[src/rtl/alu_pkg.sv]
// alu_pkg: shared encodings for the ALU sequencer
// Provides ALU/instruction opcodes, instruction field positions, FSM states.
package alu_pkg;
  localparam int OP_HI  = 15;
  localparam int OP_LO  = 13;
  localparam int RD_HI  = 12;
  localparam int RD_LO  = 11;
  localparam int RS1_HI = 10;
  localparam int RS1_LO = 9;
  localparam int RS2_HI = 8;
  localparam int RS2_LO = 7;
  localparam int IMM_HI = 7;
  localparam int IMM_LO = 0;
  typedef enum logic [2:0] {
    ALU_ADD = 3'b000,
    ALU_SUB = 3'b001,
    ALU_AND = 3'b010,
    ALU_OR  = 3'b011,
    ALU_XOR = 3'b100,
    OP_LI   = 3'b101,
    OP_BZ   = 3'b110,
    OP_BN   = 3'b111
  } op_e;
  typedef enum logic [1:0] {S_IDLE, S_FETCH, S_EXEC} state_e;
  function automatic logic is_alu_op(input op_e op);
    return op <= ALU_XOR;
  endfunction
endpackage

[src/rtl/seq_regfile.sv]
// seq_regfile: 4 x DATA_W register file
// Ports: clk/rst (sync clear), we/waddr/wdata write port,
// raddr1/raddr2 -> rdata1/rdata2 and dbg_sel -> dbg_data combinational reads.
module seq_regfile #(
  parameter int DATA_W = 8
) (
  input  logic              clk,
  input  logic              rst,
  input  logic              we,
  input  logic [1:0]        waddr,
  input  logic [DATA_W-1:0] wdata,
  input  logic [1:0]        raddr1,
  input  logic [1:0]        raddr2,
  input  logic [1:0]        dbg_sel,
  output logic [DATA_W-1:0] rdata1,
  output logic [DATA_W-1:0] rdata2,
  output logic [DATA_W-1:0] dbg_data
);
  logic [DATA_W-1:0] regs [4];
  assign rdata1   = regs[raddr1];
  assign rdata2   = regs[raddr2];
  assign dbg_data = regs[dbg_sel];
  always_ff @(posedge clk) begin
    if (rst) regs <= '{default: '0};
    else if (we) regs[waddr] <= wdata;
  end
endmodule

[src/rtl/alu_sequencer.sv]
// alu_sequencer: fetch/exec control unit driving an external combinational ALU
// Ports: clk/rst/start control; instr_req/instr_addr/instr_valid/instr fetch
// handshake; alu_a/alu_b/alu_op issue and alu_out/alu_z/alu_n result;
// flag_z/flag_n latched flags; busy; dbg_sel/dbg_data register peek.
module alu_sequencer
  import alu_pkg::*;
#(
  parameter int              DATA_W   = 8,
  parameter int              PC_W     = 8,
  parameter logic [PC_W-1:0] RESET_PC = '0
) (
  input  logic              clk,
  input  logic              rst,
  input  logic              start,
  output logic              instr_req,
  output logic [PC_W-1:0]   instr_addr,
  input  logic              instr_valid,
  input  logic [15:0]       instr,
  output logic [DATA_W-1:0] alu_a,
  output logic [DATA_W-1:0] alu_b,
  output logic [2:0]        alu_op,
  input  logic [DATA_W-1:0] alu_out,
  input  logic              alu_z,
  input  logic              alu_n,
  output logic              flag_z,
  output logic              flag_n,
  output logic              busy,
  input  logic [1:0]        dbg_sel,
  output logic [DATA_W-1:0] dbg_data
);
  state_e            state;
  logic [PC_W-1:0]   pc;
  logic [15:0]       ir;
  op_e               op;
  logic [1:0]        rd, rs1, rs2;
  logic [7:0]        imm;
  logic [DATA_W-1:0] rdata1, rdata2, wdata;
  logic              exec, alu_issue, we, take;
  assign op         = op_e'(ir[OP_HI:OP_LO]);
  assign rd         = ir[RD_HI:RD_LO];
  assign rs1        = ir[RS1_HI:RS1_LO];
  assign rs2        = ir[RS2_HI:RS2_LO];
  assign imm        = ir[IMM_HI:IMM_LO];
  assign exec       = state == S_EXEC;
  assign alu_issue  = exec && is_alu_op(op);
  assign we         = alu_issue || (exec && op == OP_LI);
  assign wdata      = alu_issue ? alu_out : DATA_W'(imm);
  assign take       = (op == OP_BZ && flag_z) || (op == OP_BN && flag_n);
  assign instr_req  = state == S_FETCH;
  assign instr_addr = pc;
  assign busy       = state != S_IDLE;
  assign alu_a      = alu_issue ? rdata1 : '0;
  assign alu_b      = alu_issue ? rdata2 : '0;
  assign alu_op     = alu_issue ? op : ALU_ADD;
  seq_regfile #(.DATA_W(DATA_W)) u_rf (
    .clk, .rst, .we, .waddr(rd), .wdata, .raddr1(rs1), .raddr2(rs2),
    .dbg_sel, .rdata1, .rdata2, .dbg_data
  );
  always_ff @(posedge clk) begin
    if (rst) begin
      state  <= S_IDLE;
      pc     <= RESET_PC;
      ir     <= '0;
      flag_z <= 1'b0;
      flag_n <= 1'b0;
    end else begin
      case (state)
        S_IDLE: if (start) begin
          pc    <= RESET_PC;
          state <= S_FETCH;
        end
        S_FETCH: if (instr_valid) begin
          ir    <= instr;
          state <= S_EXEC;
        end
        S_EXEC: begin
          if (alu_issue) {flag_z, flag_n} <= {alu_z, alu_n};
          pc    <= take ? PC_W'(imm) : pc + 1'b1;
          state <= S_FETCH;
        end
        default: state <= S_IDLE;
      endcase
    end
  end
endmodule

[config.mk]
export PLATFORM = sky130hd
export DESIGN_NAME = alu_sequencer
export DESIGN_NICKNAME = d
export VERILOG_FILES = /design/src/rtl/alu_pkg.sv /design/src/rtl/seq_regfile.sv /design/src/rtl/alu_sequencer.sv
export SDC_FILE = /design/constraint.sdc
export NUM_CORES = 1
export LEC_CHECK = 0
export ABC_AREA = 1
export ABC_CLOCK_PERIOD_IN_PS = 1900
export BUFFER_PORTS_ARGS = -buffer_cell sky130_fd_sc_hd__buf_2
export CORE_ASPECT_RATIO = 1.4
export CORE_MARGIN = 8
export CORE_UTILIZATION = 55
export CTS_CLUSTER_DIAMETER = 150
export DETAILED_ROUTE_END_ITERATION = 10
export PLACE_DENSITY = 0.8
export SYNTH_ARGS = -nofsm -noshare
export SYNTH_HDL_FRONTEND = slang
export SYNTH_SLANG_ARGS = --single-unit
[constraint.sdc]
create_clock -name clk -period 1.9 [get_ports clk]
set_clock_uncertainty 0.2 [all_clocks]
set_input_delay 0 -clock clk [delete_from_list [all_inputs] [get_ports clk]]
set_output_delay 0 -clock clk [all_outputs]
set_load 0.02 [all_outputs]
Word-level counts from Yosys, hierarchy flattened. Cells that the tools add are included. Widths: inputs -> output; s select.

Flip-flop bits (word level): 60. Bits of input ports: 32. Output and inout bits: 39. Logic and storage cells: 63.

Add/subtract/negate cells: 1. Order comparisons: 6. Eq/ne operators: 7. Mux-type cells: 22. Bitwise logic cells: 4. Reductions and logical operators: 14.

Operators by type and width (number): $mux 8 (12); $bmux 8 s2 (3); $bwmux 32 (1); $demux 8 s2 (1); $pmux 8 s2 (1); $ge 3x3->1 const B (4); $not 2->3 (4); $eq 3x3->1 const B (3); $add 8x1->8 const B (1); $reduce_and 2->1 (4); $pmux 2 s3 (1); $logic_and 1x1->1 (5); $mux 2 (2); $reduce_bool 2->1 (2); $le 3x3->1 const B (1); $lt 3x1->1 const B (1); $mux 3 (1); $eq 2x1->1 const B (1); $eq 2x2->1 const B (1); $logic_not 2->1 (1); $logic_or 1x1->1 (2); $ne 2x1->1 const B (1); $ne 2x2->1 const B (1).

Longest topological paths before layout. Gate-level depths: netlist of the first run.

Depth after elaboration: 6. Gate-level depth with buffers: 10. Depth with buffers taken out: 10.

Cells and area by module. A second synthesis of the first run with hierarchy kept.

Cell total of the unflattened synthesis: 585. Area total of the unflattened synthesis: 3663.5 sq um.

By module, submodules not included: seq_regfile (instances 1, cells each 343, area each 2088.3 sq um); alu_sequencer (instances 1, cells each 242, area each 1575.3 sq um).

Least setup slack after synthesis of the first run. No wires, ideal clock.

Kind: reg-to-output. From: reg state[1]. To: out alu_a[0]. Arrival time: 1533 ps. Slack: 167 ps. Stages on the path, launching flop included: 8. Buffers on the path: 1. Cell sequence: dfxtp_1 -> inv_2 -> nor2_8 -> nand2_2 -> inv_2 -> nand2_2 -> buf_2 -> nor3_1.

Cells in the longest elaborated chain, start to end: 3.

Ends and longest elaborated chain: start, declared (RTL line alu_sequencer.sv:31) `state_e state;`; start signal, assigned (RTL line alu_sequencer.sv:61) `state <= S_IDLE;`; start signal, assigned (RTL line alu_sequencer.sv:70) `state <= S_FETCH;`; start signal, assigned (RTL line alu_sequencer.sv:74) `state <= S_EXEC;`; $eq 2x2->1 (RTL line alu_sequencer.sv:44) `assign exec = state == S_EXEC;`; $logic_and 1x1->1 (RTL line alu_sequencer.sv:45) `assign alu_issue = exec && is_alu_op(op);`; $mux 8 (RTL line alu_sequencer.sv:52) `assign alu_a = alu_issue ? rdata1 : '0;`; end, declared (RTL line alu_sequencer.sv:19) `output logic [DATA_W-1:0] alu_a,`.

No other way between the ends.

Final worst setup path of the first run.
From: reg state[1]. To: out alu_a[2].

The elaborated chain is that of the path after synthesis.

==> flow_metrics.py, run 1 <==
metrics = {
    "critical_path": {
        "cp-start-kind": "flip-flop",
        "cp-end-kind": "primary output",
        "path_max_fanout": 13,
        "worstPathRequired_ns": 1.70,
        "r2r_start": "state[1]",
        "path_class": "flip-flop to primary output",
        "crit_path_start": "state[1]",
        "reg2reg_depth": 10,
        "setup.worst_path.end": "alu_a[2]",
        "timing.rr.end": "u_rf.regs[28]",
        "ff2ff_setup_slack_ns": 0.08,
        "cp.arrival_ns": 1.65,
    },
    "cells_and_area": {
        "nFillCells": 483,
        "final-seq-area_sq_mm": 0.00121,
        "layout-drive-gt1-share_pct": 20.9,
        "num_antenna_cells": 0,
        "fin_nets": 690,
        "multiInputGateArea_sq_mm": 0.00185,
        "fin_area_sq_mm": 0.00456,
        "final_cells": 732,
        "syn2layout_area_growth_pct": 30.6,
    },
    "sta": {
        "hold_viol_final": 0,
        "tns_ns": 0,
        "relSlewSlack_pct": 53.9,
        "drv_slew": 0,
        "fmax_mhz": 542,
        "min_period_ns": 1.85,
        "rsz0062_at_grt": "false",
        "setup_viol": 0,
        "worst_slew_pin_slew_ns": 0.687,
        "fin_crit_sh_pct": 97.2,
    },
    "detailed_routing": {
        "ant_nets": 0,
        "via_per_inst": 5.63,
        "num_vias": 4120,
        "drt-initial-drc-count": 454,
        "drc_errors": 0,
        "routedWlPerCell_microns": 15.5,
        "drtPass1Iterations": 6,
        "wl_mm": 11.4,
    },
    "clock_network": {
        "htree_num_levels": 3,
        "cts_made_buffers": 9,
        "clock_sinks": 60,
        "clkSlewWorstSetupHoldPaths_ns": 0.06,
        "cts_buffer_depth": 2,
        "root_buffer": "clkbuf_8",
        "clock_latency_ns": 0.35,
        "cts_tree": "yes",
    },
    "synthesis": {
        "yosysMostFrequentCell": "nand2_1",
        "synth_edf_count": 0,
        "synthFlopType": "dfxtp_1",
        "synth_top_area_share_pct": 34.4,
        "yosysUniqueCellTypes": 25,
        "synth_area_per_cell_sq_um": 6.37,
        "synthCells": 548,
        "ys_seq_area_share_pct": 34.4,
        "synth_area_sq_mm": 0.00349,
        "synth_top_area_cell": "dfxtp_1",
        "yosysWarnings": 0,
        "synthSimpleGateAreaFrac_pct": 30.0,
        "yosys.area_share.xor_xnor_pct": 0,
        "ys_ff_latch": 60,
        "ys_top_cells_by_count": "91 x nand2_1, 84 x inv_1, 62 x a21oi_1, 62 x nor2_1, 60 x dfxtp_1",
        "synth_top_family_by_area": "simple AND/OR/NAND/NOR gates",
        "synthTopCellsByArea": "dfxtp_1 34%, nand2_1 9.8%, inv_1 9.0%",
        "synthAdderAreaFrac_pct": 0.358,
        "syn_nets": 581,
        "synthMuxAreaShare_pct": 0,
        "async_flop_share_pct": 0,
        "synth_compound_area_share_pct": 21.7,
    },
    "global_routing": {
        "antenna_found_initial": 0,
        "grtUsageTotal_pct": 24.3,
        "grt_max_degree": 31,
        "grt_overflow": 0,
        "grt_pass1_vias": 4031,
        "grt_pass1_wl_mm": 18.6,
    },
    "floorplan": {
        "num_io_pins": 71,
        "die_h_microns": 110,
        "core.rowCount": 34,
        "core-area_sq_mm": 0.00617,
        "start_util_pct": 56.6,
        "die_w_microns": 83.3,
        "dieArea_sq_mm": 0.00919,
    },
    "flow_run": {
        "drv_cap": 0,
    },
    "placed_design": {
        "post-place-cells": 680,
        "gp_congestion": 0.884,
        "placed_area_sq_mm": 0.00393,
        "dp_hpwl_mm": 7.34,
        "port_buffers": 70,
    },
    "outcome": {
        "outcome": "finished, final reports clean",
    },
    "power_and_ir_drop": {
        "irDropWorstVdd_mv": 0.512,
        "power.density_mw_per_mm2": 634,
        "power.total_w": 0.00289,
        "p_leak_nw": 2.06,
    },
    "hold_path": {
        "holdCritPathClass": "primary input to flip-flop",
    },
}
-- worst max-delay path, stage by stage (launching register included) --
cell and delay (ns):
dfxtp_4 0.37, inv_2 0.06, nor2_8 0.11, nand2_2 0.08, inv_2 0.08, nand2_4 0.07, buf_12 0.15, nor3_1 0.18
buf_2 0.19
-- cells in the final DEF, fill, tap and decap left out, drive strengths merged, types with 12 or more instances in the layout --
master and n:
a211oi 21, a21oi 62, buf 90, clkbuf 12
dfxtp 60, dlygate4sd3 33, inv 92, nand2 101
nand3 60, nor2 65, o21ai 36
-- power breakdown --
group,switching [W],internal (W)
Combinational,0.000253,0.000172
Sequential,0.0000357,0.00129
Clock,0.000480,0.000661
Total,0.000768,0.00212
-- cell type report --
cell class	instances	share of cell area, %
clock buffers	12	3.40
clock inverters	2	0.769
inverters	92	7.63
multi-input cells	371	40.6
flip-flops and latches	60	26.5
well taps	72	1.98
repair buffers	123	19.1
-- worst min path at each step --
stage | start | endpoint | slack (ns) | depth (start not counted)
3_5_place_dp | alu_z | flag_z | 0.07 | 3
3_3_place_gp | alu_z | flag_z | 0.06 | 3
2_1_floorplan | alu_z | flag_z | -0.06 | 2
6_report | instr[2] | ir[2] | 0.29 | 4
5_1_grt | alu_z | flag_z | 0.28 | 4
4_1_cts | alu_n | flag_n | 0.28 | 4
-- kinds of logic (layout without fill, tap and decap cells) --
logic type,Yosys count,in the layout
adder cells (fa/ha/maj),1,1
buffers and inverters,117,229
AO/OA/AOI/OAI,135,135
AND/OR/NAND/NOR,235,235
flip-flops,60,60
-- state kept, by name, indices dropped and copies added (netlist names) --
name        count
u_rf.regs      32
ir             16
instr_addr      8
state           2
flag_n          1
flag_z          1
-- repair_timing --
item / 4_1_cts / 5_1_grt
endpoints found under the hold margin: 60 / 0
pin swaps: 1 / 0
buffers inserted: 2 / 3
gates resized for setup: 6 / 15
setup endpoints to repair: 19 / 16
hold buffers: 33 / 0
-- per-stage QoR --
stage	worst slack (ns)	hold slack (ns)	utilization (%)
4_1_cts	0.0254	0.276	72.6
3_5_place_dp	0.0380	0.0705	63.7
3_3_place_gp	0.0985	0.0607	63.7
6_report	0.0533	0.289	73.9
5_1_grt	0.000574	0.284	73.9
2_1_floorplan	0.167	-0.0568	-
-- metal layers --
layer	routed length, microns	track usage [%]	vias to the layer above
li1	-	-	2005
met1	4350	26.5	1834
met2	5690	42.7	237
met3	935	6.03	44
met4	405	13.4	0
met5	0	0	-
No activity file was read; power rests on OpenSTA's default activity.
==> run 2, diff against run 1 <==
CORE_ASPECT_RATIO = 1.2   (was 1.4)
SETUP_SLACK_MARGIN = 0.15   (was default)
==> run 2 against run 1 <==
Compared with the run above:
- fmax rose by 4.3%
- register-to-register slack improved by 0.09 ns
- sequential power barely moved
- first-iteration DRC count rose by 17%
- die area fell by 0.28%
- core utilization rose by 5.9 points
- design area rose by 10%
- critical path type unchanged
- critical endpoint is now alu_a[0]
==> flow_metrics.py, run 2 (synthesis gave the netlist of run 1 again) <==
metrics = {
    "detailed_routing": {
        "drc_errors": 0,
        "via_per_inst": 5.76,
        "routedWlPerCell_microns": 17.1,
        "ant_nets": 0,
        "num_vias": 4351,
        "drtPass1Iterations": 7,
        "drt-initial-drc-count": 531,
        "wl_mm": 12.9,
    },
    "floorplan": {
        "start_util_pct": 55.5,
        "num_io_pins": 71,
        "core-area_sq_mm": 0.00629,
        "die_w_microns": 88.7,
        "die_h_microns": 103,
        "core.rowCount": 32,
        "dieArea_sq_mm": 0.00916,
    },
    "power_and_ir_drop": {
        "p_clk_share_pct": 36.0,
        "seqPwrFrac_pct": 46.6,
        "swShare_pct": 29.1,
        "irDropWorstVdd_mv": 0.521,
        "power.density_mw_per_mm2": 569,
        "power_switching_w": 0.000830,
        "p_leak_nw": 2.15,
        "power_frac_comb_pct": 17.5,
        "p_int_w": 0.00202,
    },
    "critical_path": {
        "cp.arrival_ns": 1.57,
        "crit_slowest_cell": "dfxtp_1",
        "timing.rr.end": "u_rf.regs[24]",
        "path_class": "flip-flop to primary output",
        "cp_cell_sequence": "buf_12 -> o21ai_0 -> a21oi_2 -> nor3_4 -> buf_6",
        "cpPeakStageDelay_ns": 0.33,
        "ff2ff_setup_slack_ns": 0.17,
        "cp-start-kind": "flip-flop",
        "path_max_fanout": 33,
        "cp-end-kind": "primary output",
        "reg2reg_depth": 10,
        "worstPathRequired_ns": 1.70,
        "r2r_start": "state[1]",
    },
    "global_routing": {
        "grt_max_degree": 34,
        "grt_pass1_wl_mm": 19.6,
        "met1_usage_pct": 28.4,
        "grt_overflow": 0,
        "grtUsageMet3_pct": 6.72,
        "grt_pass1_vias": 4353,
        "met2_usage_pct": 47.2,
        "antenna_found_initial": 0,
        "top_usage_layer": "met2",
        "grtUsageTotal_pct": 27.3,
    },
    "placed_design": {
        "gp_congestion": 0.883,
        "port_buffers": 70,
        "dp_hpwl_mm": 7.34,
        "pre_cts_ws_ns": 0.100,
    },
    "clock_network": {
        "cts_made_buffers": 9,
        "clock_latency_ns": 0.34,
        "clkSlewWorstSetupHoldPaths_ns": 0.07,
        "clock_sinks": 60,
        "cts_buffer_depth": 2,
        "htree_num_levels": 3,
        "root_buffer": "clkbuf_8",
        "cts_tree": "yes",
    },
    "hold_path": {
        "whs_path_depth": 4,
        "holdCritPathClass": "primary input to flip-flop",
        "whs_endpoint": "ir[5]",
        "hold_path.startpoint": "instr[5]",
    },
    "sta": {
        "fin_crit_sh_pct": 93.2,
        "fin_ws_ns": 0.130,
        "relSlewSlack_pct": 55.6,
        "holdWs_ns": 0.284,
        "min_period_ns": 1.77,
        "fmax_mhz": 565,
        "setup_viol": 0,
        "tns_ns": 0,
        "drv_slew": 0,
        "worst_slew_pin_slew_ns": 0.661,
        "rsz0062_at_grt": "true",
        "hold_viol_final": 0,
    },
    "cells_and_area": {
        "layout_common_cells": "90 x nand2_1, 84 x inv_1, 62 x nor2_1, 56 x nand3_1",
        "top_register": "u_rf.regs",
        "final_common_cell": "nand2_1",
        "largest_reg_flops": 32,
        "layout-drive-gt1-share_pct": 27.3,
        "syn2layout_area_growth_pct": 43.7,
        "fin_nets": 699,
        "num_antenna_cells": 0,
        "nFillCells": 415,
    },
    "outcome": {
        "outcome": "finished, final reports clean",
    },
    "flow_run": {
        "drv_cap": 0,
    },
}
run 2: layout make-up:
type                            instances  area (sq um)  area share (%)
Multi-Input combinational cell        371          2090            41.8
Inverter                               92           367            7.31
Tap cell                               85           106            2.12
Sequential cell                        60          1220            24.3
Timing Repair Buffer                  132          1060            21.2
Clock buffer                           13           159            3.17
Clock inverter                          2          10.0           0.200
run 2: timing repair:
| item | CTS | global route |
|---|---|---|
| setup buffers | 11 | 4 |
| hold buffers | 33 | 0 |
| pin swaps | 2 | 9 |
| resized for setup | 47 | 72 |
| endpoints found under the hold margin | 59 | 0 |
| setup endpoints to repair | 25 | 46 |
| cloned | 1 | 1 |
run 2: metal layers:
metal | share of wire [%] | up-vias | routed length, microns
li1 | - | 2024 | -
met3 | 10 | 67 | 1290
met2 | 51 | 287 | 6540
met4 | 3.9 | 0 | 507
met5 | 0 | - | 0
met1 | 35 | 1973 | 4550
run 2: worst max-delay path by stage:
stage | start | end | cells after the start
finish | ir[9] | alu_a[0] | 5
CTS | state[1] | alu_a[1] | 8
detailed placement | state[1] | u_rf.regs[26] | 9
global placement | state[1] | u_rf.regs[26] | 9
floorplan | state[1] | alu_a[0] | 7
global route | ir[7] | alu_b[4] | 6
run 2: critical path, delay by kind of cell, from the launching register on:
kind	cells	cell delay [ns]
compound gates	2	0.36
flops	1	0.33
buf+inv	2	0.32
simple gates	1	0.19
run 2: power groups by stage:
stage / combinational [W] / clock [W] / sequential, W
detailed placement: 0.000350 / 0 / 0.00135
CTS: 0.000434 / 0.00103 / 0.00132
global route: 0.000534 / 0.00109 / 0.00133
finish: 0.000498 / 0.00103 / 0.00133
floorplan: 0.000236 / 0 / 0.00134
global placement: 0.000344 / 0 / 0.00135
run 2: metrics by stage:
stage | total power, W | util (%) | cell area (sq um) | instances
final | 0.00285 | 79.8 | 5010 | 755
after global routing | 0.00296 | 79.8 | 5010 | 755
after CTS | 0.00278 | 75.0 | 4710 | 753
after detailed placement | 0.00170 | 62.8 | 3950 | 693
after global placement | 0.00169 | 62.8 | 3950 | 693
after floorplan | 0.00158 | - | 3490 | 548
